### src/rtl/conv_pkg.sv
// Shared definitions for the convolution loop sequencer: top-FSM mode
// encodings, default layer geometry and the controller state enum.
package conv_pkg;

    typedef enum logic [1:0] {
        MODE_IDLE  = 2'd0,
        MODE_CONV1 = 2'd1,
        MODE_CONV2 = 2'd2,
        MODE_DONE  = 2'd3
    } mode_e;

    typedef enum logic [1:0] {
        ST_IDLE  = 2'd0,
        ST_RUN   = 2'd1,
        ST_DRAIN = 2'd2,
        ST_FIN   = 2'd3
    } ctrl_state_e;

    localparam int C1_OCH_DEF   = 6;
    localparam int C1_ICH_DEF   = 1;
    localparam int C1_OUT_DEF   = 24;
    localparam int C2_OCH_DEF   = 16;
    localparam int C2_ICH_DEF   = 6;
    localparam int C2_OUT_DEF   = 8;
    localparam int PIPE_LAT_DEF = 3;
    localparam int IDX_W_DEF    = 5;

endpackage

### src/rtl/conv_idx_counter.sv
// Wrapping index counter. wrap is combinational (en & idx==bound-1) so a
// chain of these counters carries within the same cycle.
module conv_idx_counter #(
    parameter int W = 5
) (
    input  logic         clk,
    input  logic         srst,
    input  logic         clr,
    input  logic         en,
    input  logic [W-1:0] bound,
    output logic [W-1:0] idx,
    output logic         wrap
);

    assign wrap = en & (idx == (bound - W'(1)));

    // Advance on enable, returning to zero after the last value.
    always_ff @(posedge clk) begin
        if (srst || clr) begin
            idx <= '0;
        end else if (en) begin
            idx <= wrap ? '0 : idx + W'(1);
        end
    end

endmodule

### src/rtl/conv_loop_ctrl.sv
// Convolution loop sequencer. Walks och > row > col > ich (ich innermost)
// for the layer armed by the mode FSM, drains the datapath pipeline and
// pulses conv1_done / conv_done.
// Optional: define CONV_PERF_CNT_EN to add the stall_cyc performance counter.
//
//   state    | meaning
//   ---------+----------------------------------------------
//   ST_IDLE  | waiting for a fresh mode transition to CONV1/CONV2
//   ST_RUN   | issuing one index tuple per non-stalled cycle
//   ST_DRAIN | waiting PIPE_LAT cycles for the last write-back
//   ST_FIN   | one-cycle done pulse, then back to idle
module conv_loop_ctrl
    import conv_pkg::*;
#(
    parameter int C1_OCH   = C1_OCH_DEF,
    parameter int C1_ICH   = C1_ICH_DEF,
    parameter int C1_OUT   = C1_OUT_DEF,
    parameter int C2_OCH   = C2_OCH_DEF,
    parameter int C2_ICH   = C2_ICH_DEF,
    parameter int C2_OUT   = C2_OUT_DEF,
    parameter int PIPE_LAT = PIPE_LAT_DEF,
    parameter int IDX_W    = IDX_W_DEF
) (
    input  logic             clk,
    input  logic             srst,
    input  logic [1:0]       mode,
    input  logic             stall,
    output logic             issue_vld,
    output logic [IDX_W-1:0] och,
    output logic [IDX_W-1:0] row,
    output logic [IDX_W-1:0] col,
    output logic [IDX_W-1:0] ich,
    output logic             acc_clr,
    output logic             acc_wb,
    output logic             busy,
    output logic             conv1_done,
    output logic             conv_done
`ifdef CONV_PERF_CNT_EN
    ,
    output logic [15:0]      stall_cyc
`endif
);

    localparam int DRN_W = (PIPE_LAT > 1) ? $clog2(PIPE_LAT) : 1;

    ctrl_state_e      state;
    logic [1:0]       mode_q;
    logic             start_blk;
    logic             layer2;
    logic [IDX_W-1:0] och_bnd;
    logic [IDX_W-1:0] out_bnd;
    logic [IDX_W-1:0] ich_bnd;
    logic [DRN_W-1:0] drain_cnt;

    logic start;
    logic abort;
    logic issue;
    logic wrap_ich;
    logic wrap_col;
    logic wrap_row;
    logic wrap_och;

    // A start needs a genuine edge on mode. start_blk masks the first cycle
    // after reset, where mode_q is forced to 0 but mode may still be held at
    // a conv layer; without it a reset would look like a fresh transition.
    assign start = (state == ST_IDLE) && !start_blk &&
                   ((mode == MODE_CONV1) || (mode == MODE_CONV2)) &&
                   (mode != mode_q);
    assign abort = (mode == MODE_IDLE) && ((state == ST_RUN) || (state == ST_DRAIN));

    // issue_vld follows stall combinationally so a stalled cycle never issues.
    assign issue     = (state == ST_RUN) && !stall;
    assign issue_vld = issue;
    assign busy      = (state == ST_RUN) || (state == ST_DRAIN);
    assign acc_clr   = issue && (ich == '0);
    assign acc_wb    = issue && (ich == (ich_bnd - IDX_W'(1)));

    conv_idx_counter #(.W(IDX_W)) u_ich (
        .clk(clk), .srst(srst), .clr(start | abort), .en(issue),
        .bound(ich_bnd), .idx(ich), .wrap(wrap_ich)
    );
    conv_idx_counter #(.W(IDX_W)) u_col (
        .clk(clk), .srst(srst), .clr(start | abort), .en(wrap_ich),
        .bound(out_bnd), .idx(col), .wrap(wrap_col)
    );
    conv_idx_counter #(.W(IDX_W)) u_row (
        .clk(clk), .srst(srst), .clr(start | abort), .en(wrap_col),
        .bound(out_bnd), .idx(row), .wrap(wrap_row)
    );
    conv_idx_counter #(.W(IDX_W)) u_och (
        .clk(clk), .srst(srst), .clr(start | abort), .en(wrap_row),
        .bound(och_bnd), .idx(och), .wrap(wrap_och)
    );

    // Control FSM: arming, run/drain sequencing and registered done pulses.
    always_ff @(posedge clk) begin
        if (srst) begin
            state      <= ST_IDLE;
            mode_q     <= 2'd0;
            start_blk  <= 1'b1;
            layer2     <= 1'b0;
            och_bnd    <= '0;
            out_bnd    <= '0;
            ich_bnd    <= '0;
            drain_cnt  <= '0;
            conv1_done <= 1'b0;
            conv_done  <= 1'b0;
        end else begin
            mode_q     <= mode;
            start_blk  <= 1'b0;
            conv1_done <= 1'b0;
            conv_done  <= 1'b0;
            case (state)
                ST_IDLE: begin
                    if (start) begin
                        layer2 <= (mode == MODE_CONV2);
                        if (mode == MODE_CONV2) begin
                            och_bnd <= IDX_W'(C2_OCH);
                            out_bnd <= IDX_W'(C2_OUT);
                            ich_bnd <= IDX_W'(C2_ICH);
                        end else begin
                            och_bnd <= IDX_W'(C1_OCH);
                            out_bnd <= IDX_W'(C1_OUT);
                            ich_bnd <= IDX_W'(C1_ICH);
                        end
                        state <= ST_RUN;
                    end
                end
                ST_RUN: begin
                    if (abort) begin
                        state <= ST_IDLE;
                    end else if (wrap_och) begin
                        drain_cnt <= DRN_W'(PIPE_LAT - 1);
                        state     <= ST_DRAIN;
                    end
                end
                ST_DRAIN: begin
                    // Leaving on the count-to-1 step places the done pulse
                    // exactly PIPE_LAT cycles after the last issue.
                    if (abort) begin
                        state <= ST_IDLE;
                    end else if (!stall) begin
                        if (drain_cnt <= DRN_W'(1)) begin
                            conv1_done <= !layer2;
                            conv_done  <= layer2;
                            state      <= ST_FIN;
                        end else begin
                            drain_cnt <= drain_cnt - DRN_W'(1);
                        end
                    end
                end
                ST_FIN: begin
                    state <= ST_IDLE;
                end
                default: begin
                    state <= ST_IDLE;
                end
            endcase
        end
    end

`ifdef CONV_PERF_CNT_EN
    // Saturating count of busy cycles lost to backpressure, per layer run.
    always_ff @(posedge clk) begin
        if (srst || start) begin
            stall_cyc <= 16'd0;
        end else if (busy && stall && (stall_cyc != 16'hFFFF)) begin
            stall_cyc <= stall_cyc + 16'd1;
        end
    end
`endif

endmodule

### config.mk
export PLATFORM = sky130hd
export DESIGN_NAME = conv_loop_ctrl
export DESIGN_NICKNAME = d
export VERILOG_FILES = /design/src/rtl/conv_pkg.sv /design/src/rtl/conv_idx_counter.sv /design/src/rtl/conv_loop_ctrl.sv
export SDC_FILE = /design/constraint.sdc
export NUM_CORES = 1
export LEC_CHECK = 0
export BUFFER_PORTS_ARGS = -buffer_cell sky130_fd_sc_hd__buf_2
export CAP_MARGIN = 10
export CORE_MARGIN = 2
export CORE_UTILIZATION = 30
export CTS_CLUSTER_DIAMETER = 40
export DETAILED_ROUTE_END_ITERATION = 12
export HOLD_SLACK_MARGIN = 0.05
export SLEW_MARGIN = 20
export SYNTH_ARGS = -nofsm -noshare
export SYNTH_HDL_FRONTEND = slang
export SYNTH_HIERARCHICAL = 1
export SYNTH_SLANG_ARGS = --single-unit
### constraint.sdc
create_clock -name clk -period 4.8 [get_ports clk]
set_input_delay 0.72 -clock clk [delete_from_list [all_inputs] [get_ports clk]]
set_output_delay 0.72 -clock clk [all_outputs]
set_load 0.02 [all_outputs]
==> results of run 1 <==
area by class of cell:
type	instances	area, µm²
fillers	716	4200
multi-input cells	210	1520
clock inverters	1	30.0
clock buffers	7	96.3
inverters	19	71.3
flip-flops and latches	32	641
repair buffers	35	188
well taps	96	120
cell families (layout without fill, tap and decap cells):
| kind of cell | Yosys count | in the layout | synth area share (%) |
|---|---|---|---|
| compound gates | 22 | 22 | 6.81 |
| xor+xnor | 49 | 49 | 20.0 |
| fa+ha+maj | 16 | 16 | 9.31 |
| buf+inv | 20 | 62 | 3.49 |
| flops | 32 | 32 | 29.8 |
| mux | 2 | 2 | 0.931 |
| other cells | 1 | 24 | 0.174 |
| simple gates | 97 | 97 | 29.5 |
power breakdown:
group | internal [mW] | switching [mW]
clock network | 0.183 | 0.104
registers | 0.279 | 0.0141
logic | 0.114 | 0.157
total | 0.576 | 0.275
synth_stat cells (2+ instances only):
cell type                  number
sky130_fd_sc_hd__dfxtp_1       32
sky130_fd_sc_hd__xnor2_1       26
sky130_fd_sc_hd__xor2_1        23
sky130_fd_sc_hd__inv_1         19
sky130_fd_sc_hd__ha_1          16
sky130_fd_sc_hd__nor3_1        16
sky130_fd_sc_hd__nor2_1        15
sky130_fd_sc_hd__nand3b_1      13
sky130_fd_sc_hd__nand3_1       10
sky130_fd_sc_hd__o21ai_0       10
sky130_fd_sc_hd__nand4_1        9
sky130_fd_sc_hd__nand2_1        7
sky130_fd_sc_hd__or2_2          5
sky130_fd_sc_hd__nor3b_2        4
sky130_fd_sc_hd__nor4_4         4
sky130_fd_sc_hd__a21oi_1        3
sky130_fd_sc_hd__nor2b_1        3
sky130_fd_sc_hd__a211oi_1       2
sky130_fd_sc_hd__mux2i_1        2
sky130_fd_sc_hd__nand2b_1       2
sky130_fd_sc_hd__or3_1          2
layer usage:
layer | global-route usage (%) | vias up | share of wire (%)
met3 | 2.80 | 2 | 3.0
met5 | 0 | - | 0
met1 | 15.2 | 844 | 45
met4 | 3.31 | 0 | 0.46
li1 | - | 933 | -
met2 | 22.0 | 16 | 52
worst max-delay path, cell delays in order (launching register included):
cell,delay (ns)
sky130_fd_sc_hd__dfxtp_1,0.52
sky130_fd_sc_hd__inv_1,0.08
sky130_fd_sc_hd__ha_1,0.29
sky130_fd_sc_hd__xor2_1,0.14
sky130_fd_sc_hd__nand3_1,0.13
sky130_fd_sc_hd__nor4_4,0.32
sky130_fd_sc_hd__nand3_1,0.16
sky130_fd_sc_hd__nor4_4,0.32
sky130_fd_sc_hd__nand3_1,0.15
sky130_fd_sc_hd__nor4_4,0.28
sky130_fd_sc_hd__buf_4,0.21
sky130_fd_sc_hd__nand3_1,0.13
sky130_fd_sc_hd__nor4_4,0.50
sky130_fd_sc_hd__nand2b_1,0.19
sky130_fd_sc_hd__a21oi_1,0.10
sky130_fd_sc_hd__or3_1,0.35
sky130_fd_sc_hd__o211a_1,0.13
flip-flops by register name (all words and copies together), names as in the netlist, 2 cells and up:
signal	cells
drain_cnt	2
ich_bnd	2
mode_q	2
state	2
u_col/idx	5
u_ich/idx	5
u_och/idx	5
u_row/idx	5
how the worst max path moves through the flow:
stage                    start        to  cells past startpoint  slack, ns
floorplan                stall  state[0]                     13       0.13
global placement    ich_bnd[1]  state[0]                     16       0.82
detailed placement  ich_bnd[1]  state[0]                     16       0.69
CTS                 ich_bnd[1]  state[0]                     16       0.65
global route        ich_bnd[1]  state[0]                     16       0.38
finish              ich_bnd[1]  state[0]                     16       0.67
metrics by stage:
stage	util, %	worst slack (ns)	hold WS (ns)
final	38.9	0.675	0.501
after floorplan	-	0.130	0.454
after detailed placement	37.0	0.692	0.480
after CTS	38.9	0.649	0.495
after global routing	38.9	0.375	0.537
after global placement	37.0	0.824	0.483
==> PnR_summary.wiki, run 1 <==
{| class="wikitable"
! Metric !! Value
|-
| Count of endpoints failing hold in the final timing report || 0
|-
| Std-Cell Rows || 30
|-
| Hold path start || drain_cnt[0]
|-
| Hold Path Class || reg -> reg
|-
| RSZ-0062 raised after global routing || no
|-
| Number of global-route vias before repair || 1,714
|-
| Share of the clock period used by the worst path || between 80% and 90%
|-
| Cells taking the most area after synthesis || sky130_fd_sc_hd__dfxtp_1, sky130_fd_sc_hd__xnor2_1, sky130_fd_sc_hd__xor2_1
|-
| Area grow syn2layout || 24.2%
|-
| Number of gates given a new drive strength after cts || 0
|-
| Clock-pin slew reported for the worst setup and hold paths after clock tree synthesis || 0.07 ns
|-
| H-tree lvl count || 2
|-
| Reg2reg start || ich_bnd[1]
|-
| Leak Pwr || 1.12 nW
|-
| Category of the worst setup path capture point || register
|-
| Cell total after placement || around 390
|-
| Starting Density || between 30% and 40%
|-
| Clock period minus worst slack || between 4 and 5 ns
|-
| Sort of element at the start of the critical path || register
|-
| Post-Synthesis Mean Instance Area || between 8 and 9 µm²
|-
| Critical-path maximum fanout || 13
|-
| Post-synthesis sequential area ratio || between 20 and 30%
|-
| Final total power || around 850 µW
|-
| FFs w/ async S/R, synth || 0%
|-
| Horizontal extent of the die || approximately 89 µm
|-
| Die Span Y || slightly below 90 µm
|-
| Final Setup Violations || 0
|-
| Die area || roughly 0.008 mm²
|-
| Number of vias after detailed routing || 1,795
|-
| Total CTS buffers || 5
|-
| Most frequently used flop master after synthesis || sky130_fd_sc_hd__dfxtp_1
|-
| Reg-to-reg setup timing slack || 0.67 ns
|-
| Starting DRT DRC Count || 83
|-
| End of the worst register-to-register path || state[0]
|-
| Detailed placer's ending HPWL || ~3.4 mm
|-
| Worst Clk Skew || 0.00715 ns
|-
| Synth unique cells || 37
|-
| Max-slew violation count || 0
|-
| First-pass iteration count of the detailed router || 2
|-
| Antenna diode instance count || 0
|-
| Crit path required time || approximately 5.0 ns
|-
| WHS Path Cells || 1
|-
| Status || completed
|-
| Fmax || about 0.24 GHz
|-
| Share of cells above drive strength 1 || around a fifth
|-
| Largest voltage drop on the vdd net || ~0.22 mV
|-
| Longest Clk Path Bufs || 2
|-
| Hold worst-path end || drain_cnt[0]
|-
| Global-route wire length before repair || around 7.7 mm
|-
| Total non-filler cell area in the finished layout || between 0.002 and 0.003 mm²
|-
| Worst-case reg-to-reg path depth || 16
|-
| Class of the most critical setup path || reg -> reg
|-
| Number of enable flip-flop cells after synthesis || 0
|-
| Overflow left after global routing || 0
|-
| Setup Fix Bufs, Post-CTS || 0
|-
| Largest net degree at the start of global routing || 20
|-
| Post-CTS Hold Buffers || 0
|-
| Overall routing resource usage || between 10% and 20%
|-
| Number of warnings issued by yosys || 6
|-
| Initial antenna violation count || 0
|-
| Highest-count cells in the layout ignoring fill and taps || sky130_fd_sc_hd__dfxtp_1, sky130_fd_sc_hd__buf_2, sky130_fd_sc_hd__xnor2_1, sky130_fd_sc_hd__conb_1, sky130_fd_sc_hd__xor2_1
|-
| IO Count || 31
|-
| Buffer cell driving the clock tree root || sky130_fd_sc_hd__clkbuf_8
|-
| Setup total negative slack || 0 ns
|-
| Yosys top cell area share || approximately 30%
|-
| Overall routed net length || around 4.5 mm
|-
| Sink Count || 32
|-
| Routed len/inst || between 10 and 15 µm
|-
| Most common cell after layout, fill and taps aside || sky130_fd_sc_hd__dfxtp_1
|-
| Clock tree from TritonCTS || built
|-
| Routed Antenna Nets || 0
|-
| Top cell type by total area after synthesis || sky130_fd_sc_hd__dfxtp_1
|-
| Port bufs || 30
|-
| Maximum Capacitance Violations || 0
|-
| Flip-flop and latch count after synthesis || 32
|-
| Placed Area || 0.00254 mm²
|-
| Arrival time worst endpoint || between 4 and 5 ns
|-
| Non-Filler Instances || 400
|-
| Standard cell core area || around 0.0069 mm²
|-
| Number of standard cells after synthesis || approximately 240
|-
| Cell area after technology mapping || about 0.0021 mm²
|-
| Final routed DRC violation total || 0
|-
| Source-to-sink clock delay at the later pin of the worst-skew pair || around 0.28 ns
|-
| Avg Vias per Cell || between 4 and 5
|-
| Final net count || 324
|-
| Total power divided by cell area || approximately 320 mW/mm²
|-
| Final estimated routing congestion in global placement || approximately 0.83
|}
Note: power is estimated with default switching activity, not from simulation.
==> run 2, diff against run 1 <==
- ABC_AREA: not set -> 1
- SYNTH_HIERARCHICAL: 1 -> not set
==> PnR_summary.wiki, run 2 <==
{| class="wikitable"
! Metric !! Value
|-
| Final total power || 734 µW (-14%)
|-
| Share of the clock period used by the worst path || 55.1% (-31 points)
|-
| Post-CTS Hold Buffers || 0 (unchanged)
|-
| Highest-count cells in the layout ignoring fill and taps || sky130_fd_sc_hd__nand2_1, sky130_fd_sc_hd__dfxtp_1, sky130_fd_sc_hd__inv_1, sky130_fd_sc_hd__nor2_1, sky130_fd_sc_hd__buf_2
|-
| Number of vias after detailed routing || 1,601 (-11%)
|-
| Clock tree from TritonCTS || built
|-
| Cell total after placement || 342 (-13%)
|-
| Part of the power in the clock network || 29.0% (-4.7 points)
|-
| Category of the worst setup path capture point || output pin
|-
| Critical-path maximum fanout || 8 (-5)
|-
| Top cell type by total area after synthesis || sky130_fd_sc_hd__dfxtp_1
|-
| Antenna diode instance count || 0 (unchanged)
|-
| Avg Vias per Cell || 4.57 (+1.9%)
|-
| Max-slew violation count || 0 (unchanged)
|-
| Initial antenna violation count || 0 (unchanged)
|-
| Worst hold margin || 0.416 ns (-0.0850 ns)
|-
| Global-route wire length before repair || 6.32 mm (-18%)
|-
| Total nets after synthesis || 259
|-
| IO Count || 31 (unchanged)
|-
| Clock period minus worst slack || 2.65 ns (-1.48 ns)
|-
| Largest family of logic cells by synthesized area || simple AND/OR/NAND/NOR gates
|-
| Starting DRT DRC Count || 29 (-65%)
|-
| Leak Pwr || 0.965 nW (-14%)
|-
| Share of cells above drive strength 1 || 18.3% (-0.73 points)
|-
| Number of warnings issued by yosys || 0 (-6)
|-
| First-pass iteration count of the detailed router || 4 (+2)
|-
| Synth unique cells || 29 (-22%)
|-
| Number of gates given a new drive strength after cts || 0 (unchanged)
|-
| Final routed DRC violation total || 0 (unchanged)
|-
| Routed len/inst || 10.2 µm (-9.5%)
|-
| Setup Fix Bufs, Post-CTS || 0 (unchanged)
|-
| Post-Synthesis Mean Instance Area || 7.31 µm² (-19%)
|-
| Overall routing resource usage || 12.5% (+0.020 points)
|-
| Largest net degree at the start of global routing || 12 (-40%)
|-
| Fmax || 0.378 GHz (+56%)
|-
| Total power divided by cell area || 353 mW/mm² (+11%)
|-
| Non-Filler Instances || 350 (-13%)
|-
| Cell area after technology mapping || 0.00176 mm² (-18%)
|-
| Most common cell after layout, fill and taps aside || sky130_fd_sc_hd__nand2_1
|-
| Max-slew headroom || 66.5%
|-
| Die Span Y || 80.6 µm (-9.0%)
|-
| Buffer cell driving the clock tree root || sky130_fd_sc_hd__clkbuf_8
|-
| Flip-flop and latch count after synthesis || 32 (unchanged)
|-
| Multiplexer share of the synthesized area || 0% (-0.93 points)
|-
| Post-synthesis share of cell area spent on and, or, nand and nor gates || 32.6% (+3.1 points)
|-
| Clock-pin slew reported for the worst setup and hold paths after clock tree synthesis || 0.06 ns (about the same)
|-
| RSZ-0062 raised after global routing || no
|-
| Post-Synth Adder-Cell Area || 9.23% (-0.080 points)
|-
| Final estimated routing congestion in global placement || 0.794 (-3.8%)
|-
| Overall routed net length || 3.58 mm (-21%)
|-
| Final net count || 295 (-9.0%)
|-
| H-tree lvl count || 2 (unchanged)
|-
| Pin slew with the least headroom to its limit || 0.501 ns
|-
| Longest Clk Path Bufs || 2 (unchanged)
|-
| Number of global-route vias before repair || 1,501 (-12%)
|-
| Standard cell core area || 0.00557 mm² (-19%)
|-
| Reported net switching power || 254 µW (-7.7%)
|-
| Share of power burned in registers || 41.9% (+7.5 points)
|-
| Fraction of power spent switching nets || 34.5% (+2.3 points)
|-
| Final Setup Violations || 0 (unchanged)
|-
| Yosys top cell area share || 36.4% (+6.6 points)
|-
| Status || completed
|-
| Setup total negative slack || 0 ns (unchanged)
|-
| Crit path required time || 4.08 ns (-0.89 ns)
|-
| Hold Path Class || reg -> reg
|-
| Die area || 0.00650 mm² (-17%)
|-
| Overflow left after global routing || 0 (unchanged)
|-
| Horizontal extent of the die || 80.6 µm (-9.0%)
|-
| Worst Clk Skew || 0.00389 ns (-0.00326 ns)
|-
| Leading cell types by count after synthesis || sky130_fd_sc_hd__nand2_1, sky130_fd_sc_hd__dfxtp_1, sky130_fd_sc_hd__inv_1, sky130_fd_sc_hd__nor2_1, sky130_fd_sc_hd__nand3_1
|-
| Number of enable flip-flop cells after synthesis || 0 (unchanged)
|-
| Sink Count || 32 (unchanged)
|-
| Arrival time worst endpoint || 1.93 ns (-2.37 ns)
|-
| Total CTS buffers || 5 (unchanged)
|-
| Number of standard cells after synthesis || 241 (+0.84%)
|-
| Final core occ || 37.3% (-1.5 points)
|-
| Largest voltage drop on the vdd net || 0.108 mV (-50%)
|-
| Routed Antenna Nets || 0 (unchanged)
|-
| XOR/XNOR Fraction of Synth Area || 4.97% (-15 points)
|-
| Maximum Capacitance Violations || 0 (unchanged)
|-
| Post-synthesis sequential area ratio || 36.4% (+6.6 points)
|-
| Combinational fraction of design power || 29.1% (-2.8 points)
|-
| Source-to-sink clock delay at the later pin of the worst-skew pair || 0.28 ns (about the same)
|-
| Internal Dissipation || 480 µW (-17%)
|-
| Fraction of the mapped netlist area in compound gates || 9.16% (+2.4 points)
|-
| Class of the most critical setup path || reg -> out
|-
| Starting Density || 31.6% (+0.31 points)
|-
| Detailed placer's ending HPWL || 2.78 mm (-19%)
|-
| FFs w/ async S/R, synth || 0% (unchanged)
|-
| Sort of element at the start of the critical path || register
|-
| Most frequently used flop master after synthesis || sky130_fd_sc_hd__dfxtp_1
|-
| Cells taking the most area after synthesis || sky130_fd_sc_hd__dfxtp_1, sky130_fd_sc_hd__nand2_1, sky130_fd_sc_hd__ha_1
|-
| Count of endpoints failing hold in the final timing report || 0 (unchanged)
|-
| Area grow syn2layout || 18.1%
|-
| Std-Cell Rows || 27 (-10%)
|-
| Port bufs || 30 (unchanged)
|-
| Count leader, synth || sky130_fd_sc_hd__nand2_1
|}
[run 2: changes by cell type after synthesis, moves of 3 or more]
cell                       previous run  this run
sky130_fd_sc_hd__inv_1               19        30
sky130_fd_sc_hd__xor2_1              23         7
sky130_fd_sc_hd__nor4_4               4         0
sky130_fd_sc_hd__xnor2_1             26         3
sky130_fd_sc_hd__nor2b_1              3         0
sky130_fd_sc_hd__nor2_1              15        30
sky130_fd_sc_hd__a21oi_1              3        16
sky130_fd_sc_hd__nand3b_1            13         0
sky130_fd_sc_hd__ha_1                16        13
sky130_fd_sc_hd__o21ai_0             10         4
sky130_fd_sc_hd__nand2_1              7        46
sky130_fd_sc_hd__nor3_1              16         7
sky130_fd_sc_hd__nand3_1             10        19
sky130_fd_sc_hd__nor3b_2              4         1
[run 2: layout make-up]
type                       instances  area (µm²)
sequential                        32         641
fill                             591        3490
timing repair buffer              30         150
multi-input combinational        175         986
clock buffer                       8        90.1
tap                               72        90.1
inverter                          33         124
[run 2: worst paths after layout]
kind,startpoint,end,slack (ns),cells after the start
max reg2reg,ich_bnd[0],drain_cnt[0],2.33,13
min reg2reg,ich_bnd[1],conv1_done,0.42,1
min,ich_bnd[1],conv1_done,0.42,1
max,ich_bnd[0],acc_wb,2.15,9
[run 2: critical path, cell delays in order (launching register included)]
cell and delay (ns):
sky130_fd_sc_hd__dfxtp_1 0.48, sky130_fd_sc_hd__inv_2 0.11, sky130_fd_sc_hd__ha_1 0.33, sky130_fd_sc_hd__inv_1 0.07, sky130_fd_sc_hd__nand2_1 0.05, sky130_fd_sc_hd__nand2_1 0.06
sky130_fd_sc_hd__nor2_2 0.04, sky130_fd_sc_hd__nand3_2 0.09, sky130_fd_sc_hd__clkinv_1 0.20, sky130_fd_sc_hd__buf_2 0.22
[run 2: stage by stage]
stage / cell area (µm²) / worst slack (ns)
2_1_floorplan: 1760 / 2.53
3_3_place_gp: 1990 / 2.26
3_5_place_dp: 1990 / 2.25
4_1_cts: 2080 / 2.12
5_1_grt: 2080 / 1.96
6_report: 2080 / 2.15
[run 2: metal layers]
metal / GRT usage, % / vias up / wire [µm]
met5: 0 / - / 0
met4: 6.78 / 0 / 54
met3: 2.47 / 4 / 126
met2: 20.0 / 26 / 1630
met1: 15.7 / 711 / 1770
li1: - / 860 / -
[run 2: power by group through the flow]
stage / Sequential (mW) / Clock (mW) / Combinational (mW)
4_1_cts: 0.308 / 0.221 / 0.215
3_3_place_gp: 0.313 / 0 / 0.212
3_5_place_dp: 0.314 / 0 / 0.214
5_1_grt: 0.311 / 0.231 / 0.247
6_report: 0.308 / 0.212 / 0.214
2_1_floorplan: 0.312 / 0 / 0.169
[run 2: logic make-up after synthesis]
group                    after synthesis
AO/OA/AOI/OAI                         28
AND/OR/NAND/NOR                      124
XOR/XNOR                              10
buffers and inverters                 34
flip-flops                            32
adder cells (fa/ha/maj)               13
